[src/rtl/lsu_pkg.sv]
// Shared types and helpers for the LSU data-memory master.
package lsu_pkg;

  typedef enum logic [1:0] {
    ST_IDLE  = 2'd0,
    ST_BEAT0 = 2'd1,
    ST_BEAT1 = 2'd2,
    ST_RESP  = 2'd3
  } lsu_state_e;

  localparam logic [1:0] SZ_B = 2'd0;
  localparam logic [1:0] SZ_H = 2'd1;
  localparam logic [1:0] SZ_W = 2'd2;
  localparam logic [1:0] SZ_D = 2'd3;

  function automatic logic [63:0] expand_byte_mask(input logic [7:0] byte_mask);
    logic [63:0] bit_mask;
    bit_mask = 64'd0;
    for (int i = 0; i < 8; i++) begin
      bit_mask[8*i +: 8] = {8{byte_mask[i]}};
    end
    return bit_mask;
  endfunction

endpackage

[src/rtl/lsu_load_align.sv]
// Load datapath: merges the one or two RAM beats into a right-aligned value,
// then truncates to the access size and sign/zero-extends it.
module lsu_load_align
  import lsu_pkg::*;
(
  input  logic [63:0] rdata,
  input  logic [2:0]  offset,
  input  logic        second_beat,
  input  logic [63:0] acc_in,
  input  logic [1:0]  size,
  input  logic        is_unsigned,
  output logic [63:0] acc_out,
  output logic [63:0] result
);

  logic [6:0] lo_shift;
  logic [6:0] hi_shift;

  assign lo_shift = {1'b0, offset, 3'b000};
  assign hi_shift = 7'd64 - lo_shift;

  // Beat merge: the second beat supplies the bytes above the first beat's.
  always_comb begin
    if (second_beat) begin
      acc_out = acc_in | (rdata << hi_shift);
    end else begin
      acc_out = rdata >> lo_shift;
    end
  end

  // Size truncation and extension.
  always_comb begin
    case (size)
      SZ_B:    result = is_unsigned ? {56'd0, acc_out[7:0]}
                                    : {{56{acc_out[7]}}, acc_out[7:0]};
      SZ_H:    result = is_unsigned ? {48'd0, acc_out[15:0]}
                                    : {{48{acc_out[15]}}, acc_out[15:0]};
      SZ_W:    result = is_unsigned ? {32'd0, acc_out[31:0]}
                                    : {{32{acc_out[31]}}, acc_out[31:0]};
      default: result = acc_out;
    endcase
  end

endmodule

[src/rtl/lsu_dmem_master.sv]
// LSU master for a 64-bit data RAM port: one access at a time, optionally
// splitting accesses that cross an 8-byte boundary into two beats.
module lsu_dmem_master
  import lsu_pkg::*;
#(
  parameter int SPLIT_EN = 1
) (
  input  logic        clk,
  input  logic        rst,
  input  logic        req_valid,
  output logic        req_ready,
  input  logic [63:0] req_addr,
  input  logic        req_wen,
  input  logic [1:0]  req_size,
  input  logic        req_unsigned,
  input  logic [63:0] req_wdata,
  output logic        resp_valid,
  input  logic        resp_ready,
  output logic [63:0] resp_rdata,
  output logic        resp_err,
  output logic        dmem_en,
  output logic [63:0] dmem_addr,
  output logic [63:0] dmem_wdata,
  output logic [63:0] dmem_wmask,
  output logic        dmem_wen,
  input  logic [63:0] dmem_rdata
);

  lsu_state_e  state_q, state_d;
  logic [63:0] addr_q, addr_d;
  logic        wen_q, wen_d;
  logic [1:0]  size_q, size_d;
  logic        unsigned_q, unsigned_d;
  logic [63:0] wdata_q, wdata_d;
  logic [63:0] acc_q, acc_d;
  logic [63:0] resp_rdata_q, resp_rdata_d;
  logic        resp_err_q, resp_err_d;

  logic [2:0]  off_s;
  logic [3:0]  nbytes_s;
  logic        cross_s;
  logic        reject_s;
  logic [63:0] base_addr_s;
  logic [7:0]  bm_full_s;
  logic [7:0]  bm_beat0_s;
  logic [7:0]  bm_beat1_s;
  logic [63:0] acc_next_s;
  logic [63:0] load_result_s;

  assign off_s       = addr_q[2:0];
  assign nbytes_s    = 4'd1 << size_q;
  assign cross_s     = ({1'b0, off_s} + nbytes_s) > 4'd8;
  assign reject_s    = cross_s && (SPLIT_EN == 0);
  assign base_addr_s = {addr_q[63:3], 3'b000};
  assign bm_full_s   = 8'((9'd1 << nbytes_s) - 9'd1);
  assign bm_beat0_s  = bm_full_s << off_s;
  assign bm_beat1_s  = bm_full_s >> (4'd8 - {1'b0, off_s});

  lsu_load_align u_load_align (
    .rdata       (dmem_rdata),
    .offset      (off_s),
    .second_beat (state_q == ST_BEAT1),
    .acc_in      (acc_q),
    .size        (size_q),
    .is_unsigned (unsigned_q),
    .acc_out     (acc_next_s),
    .result      (load_result_s)
  );

  assign req_ready  = (state_q == ST_IDLE);
  assign resp_valid = (state_q == ST_RESP);
  assign resp_rdata = resp_rdata_q;
  assign resp_err   = resp_err_q;

  // RAM port drive; rst gates enables directly so an aborted store never writes.
  always_comb begin
    dmem_en    = 1'b0;
    dmem_wen   = 1'b0;
    dmem_addr  = 64'd0;
    dmem_wdata = 64'd0;
    dmem_wmask = 64'd0;
    if (!rst && (state_q == ST_BEAT0) && !reject_s) begin
      dmem_en    = 1'b1;
      dmem_wen   = wen_q;
      dmem_addr  = base_addr_s;
      dmem_wdata = wen_q ? (wdata_q << {off_s, 3'b000}) : 64'd0;
      dmem_wmask = wen_q ? expand_byte_mask(bm_beat0_s) : 64'd0;
    end else if (!rst && (state_q == ST_BEAT1)) begin
      dmem_en    = 1'b1;
      dmem_wen   = wen_q;
      dmem_addr  = base_addr_s + 64'd8;
      dmem_wdata = wen_q ? (wdata_q >> (7'd64 - {1'b0, off_s, 3'b000})) : 64'd0;
      dmem_wmask = wen_q ? expand_byte_mask(bm_beat1_s) : 64'd0;
    end else begin
      dmem_en    = 1'b0;
      dmem_wen   = 1'b0;
    end
  end

  // Next-state and datapath update.
  always_comb begin
    state_d      = state_q;
    addr_d       = addr_q;
    wen_d        = wen_q;
    size_d       = size_q;
    unsigned_d   = unsigned_q;
    wdata_d      = wdata_q;
    acc_d        = acc_q;
    resp_rdata_d = resp_rdata_q;
    resp_err_d   = resp_err_q;
    case (state_q)
      ST_IDLE: begin
        if (req_valid) begin
          addr_d     = req_addr;
          wen_d      = req_wen;
          size_d     = req_size;
          unsigned_d = req_unsigned;
          wdata_d    = req_wdata;
          acc_d      = 64'd0;
          state_d    = ST_BEAT0;
        end else begin
          state_d    = ST_IDLE;
        end
      end
      ST_BEAT0: begin
        if (reject_s) begin
          resp_rdata_d = 64'd0;
          resp_err_d   = 1'b1;
          state_d      = ST_RESP;
        end else if (cross_s) begin
          acc_d        = acc_next_s;
          state_d      = ST_BEAT1;
        end else begin
          resp_rdata_d = wen_q ? 64'd0 : load_result_s;
          resp_err_d   = 1'b0;
          state_d      = ST_RESP;
        end
      end
      ST_BEAT1: begin
        acc_d        = acc_next_s;
        resp_rdata_d = wen_q ? 64'd0 : load_result_s;
        resp_err_d   = 1'b0;
        state_d      = ST_RESP;
      end
      ST_RESP: begin
        if (resp_ready) begin
          state_d = ST_IDLE;
        end else begin
          state_d = ST_RESP;
        end
      end
      default: state_d = ST_IDLE;
    endcase
  end

  // State registers.
  always_ff @(posedge clk) begin
    if (rst) begin
      state_q      <= ST_IDLE;
      addr_q       <= 64'd0;
      wen_q        <= 1'b0;
      size_q       <= 2'd0;
      unsigned_q   <= 1'b0;
      wdata_q      <= 64'd0;
      acc_q        <= 64'd0;
      resp_rdata_q <= 64'd0;
      resp_err_q   <= 1'b0;
    end else begin
      state_q      <= state_d;
      addr_q       <= addr_d;
      wen_q        <= wen_d;
      size_q       <= size_d;
      unsigned_q   <= unsigned_d;
      wdata_q      <= wdata_d;
      acc_q        <= acc_d;
      resp_rdata_q <= resp_rdata_d;
      resp_err_q   <= resp_err_d;
    end
  end

endmodule

[config.mk]
export PLATFORM = sky130hd
export DESIGN_NAME = lsu_dmem_master
export DESIGN_NICKNAME = d
export VERILOG_FILES = /design/src/rtl/lsu_pkg.sv /design/src/rtl/lsu_load_align.sv /design/src/rtl/lsu_dmem_master.sv
export SDC_FILE = /design/constraint.sdc
export NUM_CORES = 1
export LEC_CHECK = 0
export ABC_AREA = 1
export BUFFER_PORTS_ARGS = -buffer_cell sky130_fd_sc_hd__clkbuf_2
export CORE_MARGIN = 4
export CORE_UTILIZATION = 30
export DETAILED_ROUTE_END_ITERATION = 12
export GPL_TIMING_DRIVEN = 0
export PLACE_DENSITY = 0.46
export SLEW_MARGIN = 0
export SYNTH_ARGS = -nofsm -noshare
export SYNTH_HDL_FRONTEND = slang
export SYNTH_HIERARCHICAL = 1
export SYNTH_SLANG_ARGS = --single-unit
[constraint.sdc]
create_clock -name clk -period 3.4 [get_ports clk]
set_input_delay 0.51 -clock clk [delete_from_list [all_inputs] [get_ports clk]]
set_output_delay 0.51 -clock clk [all_outputs]
set_load 0.01 [all_outputs]
==> impl_results.md <==
* Vias per std cell at 5.34
* Critical path class: reg2out
* Met3 routed WL at between 8 and 9 mm
* Dpl ws at -1500 ps
* GRT Overall Usage at between 30% and 40%
* Global-route wire length before repair at 179 mm
* Area grow syn2layout at 26.6%
* Setup Skew at 28.7 ps
* Violated checks: setup timing
* Crit end category: primary output
* Slew Limit Fails at 0
* Yosys warns at 6
* Multi-input combinational cell area at 13700 um2
* Worst Tran Pin Value at between 1000 and 1500 ps
* Min-Delay Path Class: in2reg
* Initial DRC Count at 2786
* Vias in the first global route at 26200
* Die footprint at 74500 um2
* Gpl congestion at ~1.0
* Total grt overflow at 0
* Wire length per cell at 24.2 um
* Top Layer Used: met5
* Post-synthesis average cell area at approximately 5.6 um2
* Power density of the placed cells at 683 nW/um2
* Starting Density at ~30%
* Post-synthesis cell area at 21100 um2
* Layout cells sized above 1 at 19.5%
* Die H at 273 um
* Die X at around 270 um
* Pre-Repair DR Iteration Count at 6
* Fin Setup TNS at -51.3 ps
* Clk_lat worst skew at 570 ps
* I/O Buffers at 456
* Design Power at 18200 uW
* Cts bufs inserted at 35
* Worst VDD drop at 0.476 mV
* Largest fanout on the critical path at 10
* Delay-heaviest family, CP: buffers and inverters
* Seq. cell area at around 5300 um2
* CTS tree: built
* M1 wire length at 51.0 mm
* Routed wire length at 126 mm
* Routed Antenna Nets at 0
* Hold_buf cts at 0
* Row count at 96
* Max-slew headroom at about 7.5%
* Root buf cell: clkbuf_16
* Largest net degree at the start of global routing at 20
* Part of the cycle the worst path needs at 101%
* Yosys cell types at 47
* Critical Path Slowest Stage Cell: o211ai_1
* Post-synthesis cell count at 3738
* P_leak at roughly 0.013 uW
* Initial antenna violation count at 8
* Outcome: finished with violations
* Fillers at 7943
* Worst path max stage delay at 480 ps
* Bufs and invs on worst path at 4
* Register bit total from synthesis at 262
* Max Cap Viol at 0
* Fin crit period at 3450 ps
* Crit path arrival time at 2940 ps
* Cell Chain, Critical Path: buf_12, buf_2, clkbuf_4, nand2_1, o21ai_1, o21ai_0, o211ai_1, clkbuf_2
* Via count at 27900
* I/O pins at around 460
* Clk slew on worst S/H paths at 70 ps
* CTS HTree Levels at 2
* Setup Viol. Count Final at 2
* RSZ-0062 raised after global routing: yes
* Hpwl dp at 104 mm
* Sequential-to-total area share from yosys stat at between 20 and 25%
* Setup ws final at -45.6 ps
* Critical Path Source Type: flop
* Clk buf depth at 3
* Post-layout net count at ~4500
* Fin Hold WS at 214 ps
* Fin. Hold Viols at 0
* CTS sink cnt at 262
* FMAX at just under 300 MHz
* Worst path required time at 2890 ps
* Core ar. at 69100 um2
* Met2 WL at 59.4 mm
* # DRC at 0
* Core Util, Final at 38.6%
==> Yosys cell counts (all sizes together) <==
master	number	area share, %
nor4	2	0.059
and3	1	0.030
clkinv	6	0.11
a21oi	180	4.3
o221ai	5	0.21
nand3	411	10
buf	180	5.3
o211ai	57	2.0
a21boi	26	0.93
nor2	537	9.7
nand3b	4	0.14
fa	1	0.095
nor3b	2	0.071
ha	11	0.65
clkbuf	152	2.7
conb	1	0.018
and2	30	0.89
a211oi	4	0.14
inv	189	3.4
a22oi	49	1.7
nor3	22	0.70
a21o	15	0.53
nand2	1207	22
a31oi	2	0.059
o22ai	10	0.30
dfxtp	262	25
xor2	1	0.077
o21ai	341	8.1
a2111oi	1	0.042
mux2i	5	0.24
nand4	21	0.62
o21a	2	0.071
or2	1	0.030
==> timing repair <==
item                       4_1_cts  5_1_grt
cloned                           0        0
buffers inserted                23       12
setup endpoints to repair      282      153
pin swaps                       12        7
gates resized for setup        124       86
==> metal layers <==
metal  GRT usage [%]  up-vias
li1                -    13200
met1            40.9    13100
met2            55.0     1296
met3            4.21      296
met4            14.9        2
met5               0        -
==> layout make-up <==
class                      count  share of cell area [%]
clock inverter                15                   0.770
antenna                        5                  0.0469
sequential                   262                    19.7
tap                          931                    4.37
buffer                       326                    7.17
clock buffer                  49                    3.78
multi-input combinational   2952                    51.3
inverter                     195                    2.83
timing repair buffer         491                    10.0
==> registers in the layout, indices dropped and copies added, names as in the netlist <==
register,count
wdata_q,64
addr_q,64
unsigned_q,1
state_q,2
acc_q,64
size_q,2
resp_rdata,64
wen_q,1
==> per-stage QoR <==
stage               instance area [um2]  cells
floorplan                         21100   3741
global placement                  24500   5128
detailed placement                24500   5128
CTS                               26400   5211
global route                      26700   5225
finish                            26700   5226
==> worst paths after layout <==
check | slack, ps | to | from | cells past startpoint
max reg2reg | 90 | resp_rdata[47] | addr_q[0] | 17
min reg2reg | 480 | acc_q[38] | acc_q[38] | 2
min | 210 | wdata_q[7] | req_wdata[7] | 3
max | -50 | dmem_wdata[60] | addr_q[0] | 8
==> tightest hold or removal path: cells and delay by family <==
kind,cells,cell delay (ps)
AO/OA/AOI/OAI,1,70
AND/OR/NAND/NOR,1,80
buffers and inverters,1,70
==> layout by cell type (no fill, tap or decap), drive strengths merged, types with 26 or more instances in the layout <==
cell,netlist,routed
o211ai,57,57
clkbuf,152,656
buf,180,210
a21boi,26,26
nand2,1207,1207
a22oi,49,49
dfxtp,262,262
nand3,411,411
inv,189,191
o21ai,341,341
a21oi,180,180
nor2,537,537
and2,30,30
==> kinds of logic (layout without fill, tap and decap cells) <==
logic type | count (synthesis) | after routing | share of synthesized area (%)
xor gates and xnor gates | 1 | 1 | 0.0773
and+or+nand+nor | 2238 | 2238 | 44.0
AOI/OAI and AO/OA | 692 | 692 | 18.4
buffers and inverters | 527 | 1076 | 11.5
other | 1 | 9 | 0.0178
muxes | 5 | 5 | 0.238
adders and majority gates | 12 | 12 | 0.749
DFF | 262 | 262 | 24.9
==> power breakdown <==
part / switching, uW / total (uW) / internal [uW] / leakage [uW]
Combinational: 6770 / 9740 / 2970 / 0.0102
Sequential: 732 / 4560 / 3830 / 0.00217
Clock: 1580 / 3910 / 2330 / 0.000586
Total: 9080 / 18200 / 9130 / 0.0130
Power figures use the tool's default switching activity.
